File: src/rtl/secure_word_mux_if.sv
// Request/response bus for secure_word_mux: channel words and select in,
// one registered word out, valid/ready on both sides.
interface secure_word_mux_if #(
  parameter int unsigned DATA_W = 32,
  parameter int unsigned NUM_CH = 16,
  parameter int unsigned SEL_W  = 4
);
  logic [NUM_CH*DATA_W-1:0] in_data;
  logic [SEL_W-1:0]         sel;
  logic                     req_valid;
  logic                     req_ready;
  logic [DATA_W-1:0]        out_data;
  logic                     out_err;
  logic                     out_valid;
  logic                     out_ready;

  modport master (
    output in_data, sel, req_valid, out_ready,
    input  req_ready, out_data, out_err, out_valid
  );

  modport slave (
    input  in_data, sel, req_valid, out_ready,
    output req_ready, out_data, out_err, out_valid
  );
endinterface

File: src/rtl/secure_word_mux.sv
// Registered, permission-checked N:1 word selector. Denied or out-of-range
// selects return zero with out_err and count as violations; too many locks it.
module secure_word_mux #(
  parameter int unsigned        DATA_W     = 32,
  parameter int unsigned        NUM_CH     = 16,
  parameter int unsigned        SEL_W      = 4,
  parameter int unsigned        VIOL_LIMIT = 4,
  parameter logic [NUM_CH-1:0]  RST_MASK   = {NUM_CH{1'b1}}
) (
  input  logic                clk,
  input  logic                rst_n,
  secure_word_mux_if.slave    bus,
  input  logic [NUM_CH-1:0]   mask_in,
  input  logic                mask_we,
  output logic [7:0]          viol_cnt,
  output logic                locked,
  input  logic                unlock
);

  localparam int unsigned SelSpan = 1 << SEL_W;

  typedef enum logic {StOpen, StLocked} state_e;

  state_e              state_q, state_d;
  logic [NUM_CH-1:0]   mask_q, mask_d;
  logic [7:0]          viol_q, viol_d, viol_sat;
  logic                valid_q, valid_d;
  logic                err_q, err_d;
  logic [DATA_W-1:0]   data_q, data_d;
  logic [DATA_W-1:0]   sel_word;
  logic [SelSpan-1:0]  mask_ext;
  logic                accept, legal;

  // Zero-extending the mask to the full select range makes out-of-range
  // channels read as denied without a separate range compare.
  assign mask_ext = SelSpan'(mask_q);
  assign legal    = mask_ext[bus.sel];

  always_comb begin
    sel_word = '0;
    for (int unsigned i = 0; i < NUM_CH; i++) begin
      if (bus.sel == SEL_W'(i)) sel_word = bus.in_data[i*DATA_W +: DATA_W];
    end
  end

  assign bus.req_ready = (state_q == StOpen) && (!valid_q || bus.out_ready);
  assign accept        = bus.req_valid && bus.req_ready;
  assign viol_sat      = (viol_q == 8'hFF) ? viol_q : viol_q + 8'd1;

  always_comb begin
    state_d = state_q;
    viol_d  = viol_q;
    valid_d = valid_q;
    data_d  = data_q;
    err_d   = err_q;
    mask_d  = mask_we ? mask_in : mask_q;

    unique case (state_q)
      StLocked: begin
        if (unlock) begin
          state_d = StOpen;
          viol_d  = '0;
        end
      end
      default: ;
    endcase

    if (accept) begin
      valid_d = 1'b1;
      if (legal) begin
        data_d = sel_word;
        err_d  = 1'b0;
      end else begin
        data_d = '0;
        err_d  = 1'b1;
        viol_d = viol_sat;
        if (viol_sat >= 8'(VIOL_LIMIT)) state_d = StLocked;
      end
    end else if (valid_q && bus.out_ready) begin
      valid_d = 1'b0;
    end
  end

  always_ff @(posedge clk) begin
    if (!rst_n) begin
      state_q <= StOpen;
      mask_q  <= RST_MASK;
      viol_q  <= '0;
      valid_q <= 1'b0;
      err_q   <= 1'b0;
      data_q  <= '0;
    end else begin
      state_q <= state_d;
      mask_q  <= mask_d;
      viol_q  <= viol_d;
      valid_q <= valid_d;
      err_q   <= err_d;
      data_q  <= data_d;
    end
  end

  assign bus.out_data  = data_q;
  assign bus.out_err   = err_q;
  assign bus.out_valid = valid_q;
  assign viol_cnt      = viol_q;
  assign locked        = (state_q == StLocked);

endmodule
File: src/flat_wrapper.sv
// flat-port wrapper written by rule: the top's interface ports become plain ports
module secure_word_mux_flat 
#(
  parameter int unsigned        DATA_W     = 32,
  parameter int unsigned        NUM_CH     = 16,
  parameter int unsigned        SEL_W      = 4,
  parameter int unsigned        VIOL_LIMIT = 4,
  parameter logic [NUM_CH-1:0]  RST_MASK   = {NUM_CH{1'b1}}
)
  (clk, rst_n, mask_in, mask_we, viol_cnt, locked, unlock, bus_in_data, bus_sel, bus_req_valid, bus_out_ready, bus_req_ready, bus_out_data, bus_out_err, bus_out_valid);
  secure_word_mux_if #(.DATA_W(DATA_W), .NUM_CH(NUM_CH), .SEL_W(SEL_W)) bus_i ();
  input  logic clk;
  input  logic rst_n;
  input  logic [NUM_CH-1:0] mask_in;
  input  logic mask_we;
  output logic [7:0] viol_cnt;
  output logic locked;
  input  logic unlock;
  input wire logic [$bits(bus_i.in_data)-1:0] bus_in_data;
  input wire logic [$bits(bus_i.sel)-1:0] bus_sel;
  input wire logic [$bits(bus_i.req_valid)-1:0] bus_req_valid;
  input wire logic [$bits(bus_i.out_ready)-1:0] bus_out_ready;
  output wire logic [$bits(bus_i.req_ready)-1:0] bus_req_ready;
  output wire logic [$bits(bus_i.out_data)-1:0] bus_out_data;
  output wire logic [$bits(bus_i.out_err)-1:0] bus_out_err;
  output wire logic [$bits(bus_i.out_valid)-1:0] bus_out_valid;
  assign bus_i.in_data = bus_in_data;
  assign bus_i.sel = bus_sel;
  assign bus_i.req_valid = bus_req_valid;
  assign bus_i.out_ready = bus_out_ready;
  assign bus_req_ready = bus_i.req_ready;
  assign bus_out_data = bus_i.out_data;
  assign bus_out_err = bus_i.out_err;
  assign bus_out_valid = bus_i.out_valid;
  secure_word_mux #(.DATA_W(DATA_W), .NUM_CH(NUM_CH), .SEL_W(SEL_W), .VIOL_LIMIT(VIOL_LIMIT), .RST_MASK(RST_MASK)) u_core (.clk(clk), .rst_n(rst_n), .bus(bus_i), .mask_in(mask_in), .mask_we(mask_we), .viol_cnt(viol_cnt), .locked(locked), .unlock(unlock));
endmodule
File: config.mk
export PLATFORM = sky130hd
export DESIGN_NAME = secure_word_mux_flat
export DESIGN_NICKNAME = d
export VERILOG_FILES = /design/src/rtl/secure_word_mux_if.sv /design/src/rtl/secure_word_mux.sv /design/src/flat_wrapper.sv
export SDC_FILE = /design/constraint.sdc
export NUM_CORES = 1
export LEC_CHECK = 0
export CAP_MARGIN = 20
export CELL_PAD_IN_SITES_DETAIL_PLACEMENT = 1
export CELL_PAD_IN_SITES_GLOBAL_PLACEMENT = 2
export CORE_AREA = 2 2 224 226
export CTS_CLUSTER_DIAMETER = 120
export DETAILED_ROUTE_END_ITERATION = 12
export DIE_AREA = 0 0 226 228
export PLACE_DENSITY_LB_ADDON = 0.1
export SYNTH_ARGS = -nofsm -noshare
export SYNTH_HDL_FRONTEND = slang
export SYNTH_SLANG_ARGS = --single-unit
File: constraint.sdc
create_clock -name clk -period 2.41 [get_ports clk]
set_input_delay 0.241 -clock clk [delete_from_list [all_inputs] [get_ports clk]]
set_output_delay 0.241 -clock clk [all_outputs]
set_load 0.005 [all_outputs]
==> impl_metrics.yaml <==
status:
  status: "finished clean"
cells_and_area:
  drive_above_1_share: 0.1037
  nets: 2039
  syn_to_final_growth_pct: 106.0
  final_area_um2: 14240
  fin_util: 0.2886
  fill_cells: 5797
flow_run:
  cap_violations: 0
power:
  p_leak_nw: 5.118
  p_int_mw: 3.196
  switching_power_mw: 1.559
  pwr-share-clk: 0.295
  seqPwrFrac: 0.228
  swShare: 0.3278
  totalPowerFinal_mw: 4.754
  p_comb_frac: 0.477
  ir_worst_vdd_mv: 0.2146
  power_density_nw_per_um2: 333.9
detailed_routing:
  via_count: 10050
  avgRoutedWirePerCell_um: 26.24
  drtIter0Drc: 353
  ant_nets: 0
  dr.pass1.iters: 4
  via_per_inst: 4.598
  drc: 0
  routed_wl_um: 57360
logic_synthesis:
  synth_top_cell_area_share: 0.1709
  ys.flop_type: "dfxtp_1"
  synth.distinct_cells: 51
  syn_area_um2: 6913
  yosys.area.top_type: "dfxtp_1"
  synthTopCellsByArea: "dfxtp_1 17%, mux2i_1 11%, nor2_1 5.6%"
  ys_ff_latch: 59
  synth.avg_cell_area_um2: 7.417
  syn-num-nets: 1471
  synthArstFlopShare: 0
  synth_edf_count: 0
  synthCells: 932
  yosysSeqAreaShare: 0.1709
  ys_warn_count: 0
sta:
  finalClockSkew_ps: 11.09
  max_slew_margin: 0.3529
  fin_crit_sh: 0.8601
  setup_viol: 0
  fin_tns_setup_ps: 0
  period_needed_ps: 2073
  slew_violations: 0
  rsz0062_at_grt: "no"
  worst-slew-pin-transition_ps: 967.0
  hold_violations: 0
  max_freq_mhz: 482.5
clock_network:
  root_buffer: "clkbuf_16"
  ctsResizeCount: 0
  cts_num_sinks: 59
  cts_buffer_depth: 2
  clk_latency_ps: 370
  ctsHtreeMaxLevel: 3
  post-cts-setup-buffers: 0
  clk_pin_slew_worst_paths_ps: 60
  cts_hold_buf: 0
  cts_tree: "done"
  numCtsBuffers: 9
placed_design:
  dp.final_hpwl_um: 47720
  io_buffer_count: 581
  place_area_um2: 13920
  gp_congestion: 0.8381
grt:
  met2_usage: 0.4063
  antenna_found_initial: 18
  grtUsageMet1: 0.2384
  grt.total_usage: 0.2167
  grt-busiest-layer: "met2"
  grt_pass1_wl_um: 79760
  grt_start_max_net_pins: 52
  met3_usage: 0.06118
  grt_pass1_vias: 10850
  grt_remaining_overflow: 0
worst_hold_path:
  hold_path.class: "register to register"
  hold_depth: 1
critical_path:
  cp_slowest_cell: "dfxtp_1"
  cp.buffers_inverters: 0
  path_cells: "ha_1, and3_1, nand3_1, nand3_1, o21ai_0, a31o_2, a21oi_1"
  cpMostUsedCell: "nand3_1"
  crit_fanout: 8
  end_kind: "register"
  r2r_slack_ps: 340
  arrival_ps: 2370
  cp_num_cells: 7
  path_class: "register to register"
  critPathTopFamily: "simple AND/OR/NAND/NOR gates"
  reg2regPathDepth: 7
  slowest_delay_ps: 460
  worstSetupStartpointType: "register"
  required_ps: 2710
floorplan:
  die-area_um2: 51530
  core_um2: 49350
  initial_core_util: 0.1401
  fp.dieW_um: 226
  ios: 582
  fp.dieH_um: 228
  rows: 82
[final cells by class]
class	instances	area [um^2]	area share
sequential	59	1181	0.08295
clock buffer	9	225.2	0.01582
timing repair buffer	656	6528	0.4584
clock inverter	7	76.32	0.005360
inverter	5	18.77	0.001318
tap	672	840.8	0.05905
multi-input combinational	769	5348	0.3755
antenna	9	22.52	0.001582
[final timing paths]
path,end,start
max reg2reg,u_core.locked$_SDFF_PN0_,u_core.viol_cnt[0]$_SDFF_PN0_
max,u_core.locked$_SDFF_PN0_,u_core.viol_cnt[0]$_SDFF_PN0_
min,u_core.bus.out_data[13]$_SDFFE_PN0P_,u_core.bus.out_data[13]$_SDFFE_PN0P_
min reg2reg,u_core.bus.out_data[13]$_SDFFE_PN0P_,u_core.bus.out_data[13]$_SDFFE_PN0P_
[power by group through the flow]
| stage | logic [mW] | clock network, mW | registers, mW |
|---|---|---|---|
| 6_report | 2.27 | 1.40 | 1.08 |
| 5_1_grt | 2.44 | 1.49 | 1.09 |
| 4_1_cts | 2.31 | 1.46 | 1.09 |
| 3_5_place_dp | 2.30 | 0 | 1.11 |
| 3_3_place_gp | 2.29 | 0 | 1.11 |
| 2_1_floorplan | 0.791 | 0 | 1.10 |
[routing by layer]
layer | share of wire | vias up
li1 | - | 4788
met1 | 0.39 | 4850
met2 | 0.53 | 349
met3 | 0.070 | 47
met4 | 0.011 | 18
met5 | 0.0021 | -
[synth_stat cells, types with 20 or more instances]
| library cell | number |
|---|---|
| a22oi_1 | 45 |
| mux2_2 | 33 |
| clkbuf_1 | 59 |
| buf_2 | 20 |
| o21ai_0 | 69 |
| nand2_1 | 61 |
| a22o_1 | 25 |
| nor2_1 | 104 |
| a21oi_1 | 69 |
| dfxtp_1 | 59 |
| o22ai_1 | 50 |
| o211ai_1 | 33 |
| nand3_1 | 24 |
| o221ai_1 | 21 |
| mux2i_1 | 79 |
[stage by stage]
| step | instances | setup slack (ps) | hold slack, ps |
|---|---|---|---|
| after floorplan | 932 | 419.7 | 369.0 |
| after global placement | 2160 | -147.3 | 440.5 |
| after detailed placement | 2161 | 13.28 | 444.3 |
| after CTS | 2177 | 312.8 | 447.0 |
| after global routing | 2184 | 146.5 | 468.4 |
| final | 2186 | 337.3 | 452.4 |
[sequential cells by signal, summed over array words and instances, names as in the netlist]
name,flops
u_core.mask_ext,16
u_core.bus.out_err,1
u_core.bus.out_data,32
u_core.viol_cnt,8
u_core.bus.out_valid,1
u_core.locked,1
[cell families (layout without fill, tap and decap cells)]
kind of cell	Yosys count	count (layout)	share of synthesized area
AOI/OAI and AO/OA	403	403	0.3957
adders and majority gates	1	1	0.001810
buffers and inverters	104	677	0.06063
DFF	59	59	0.1709
muxes	128	128	0.2203
other	0	9	0
and+or+nand+nor	237	237	0.1508
[cells in the final DEF (no fill, tap or decap), types with 33 or more instances in the layout]
| master | n |
|---|---|
| o21ai_0 | 69 |
| o22ai_1 | 50 |
| nor2_1 | 102 |
| a21oi_1 | 69 |
| buf_4 | 64 |
| mux2i_1 | 79 |
| dfxtp_1 | 59 |
| nand2_1 | 61 |
| mux2_2 | 33 |
| o211ai_1 | 33 |
| clkdlybuf4s50_1 | 577 |
| a22oi_1 | 45 |
Power figures use the tool's default switching activity.
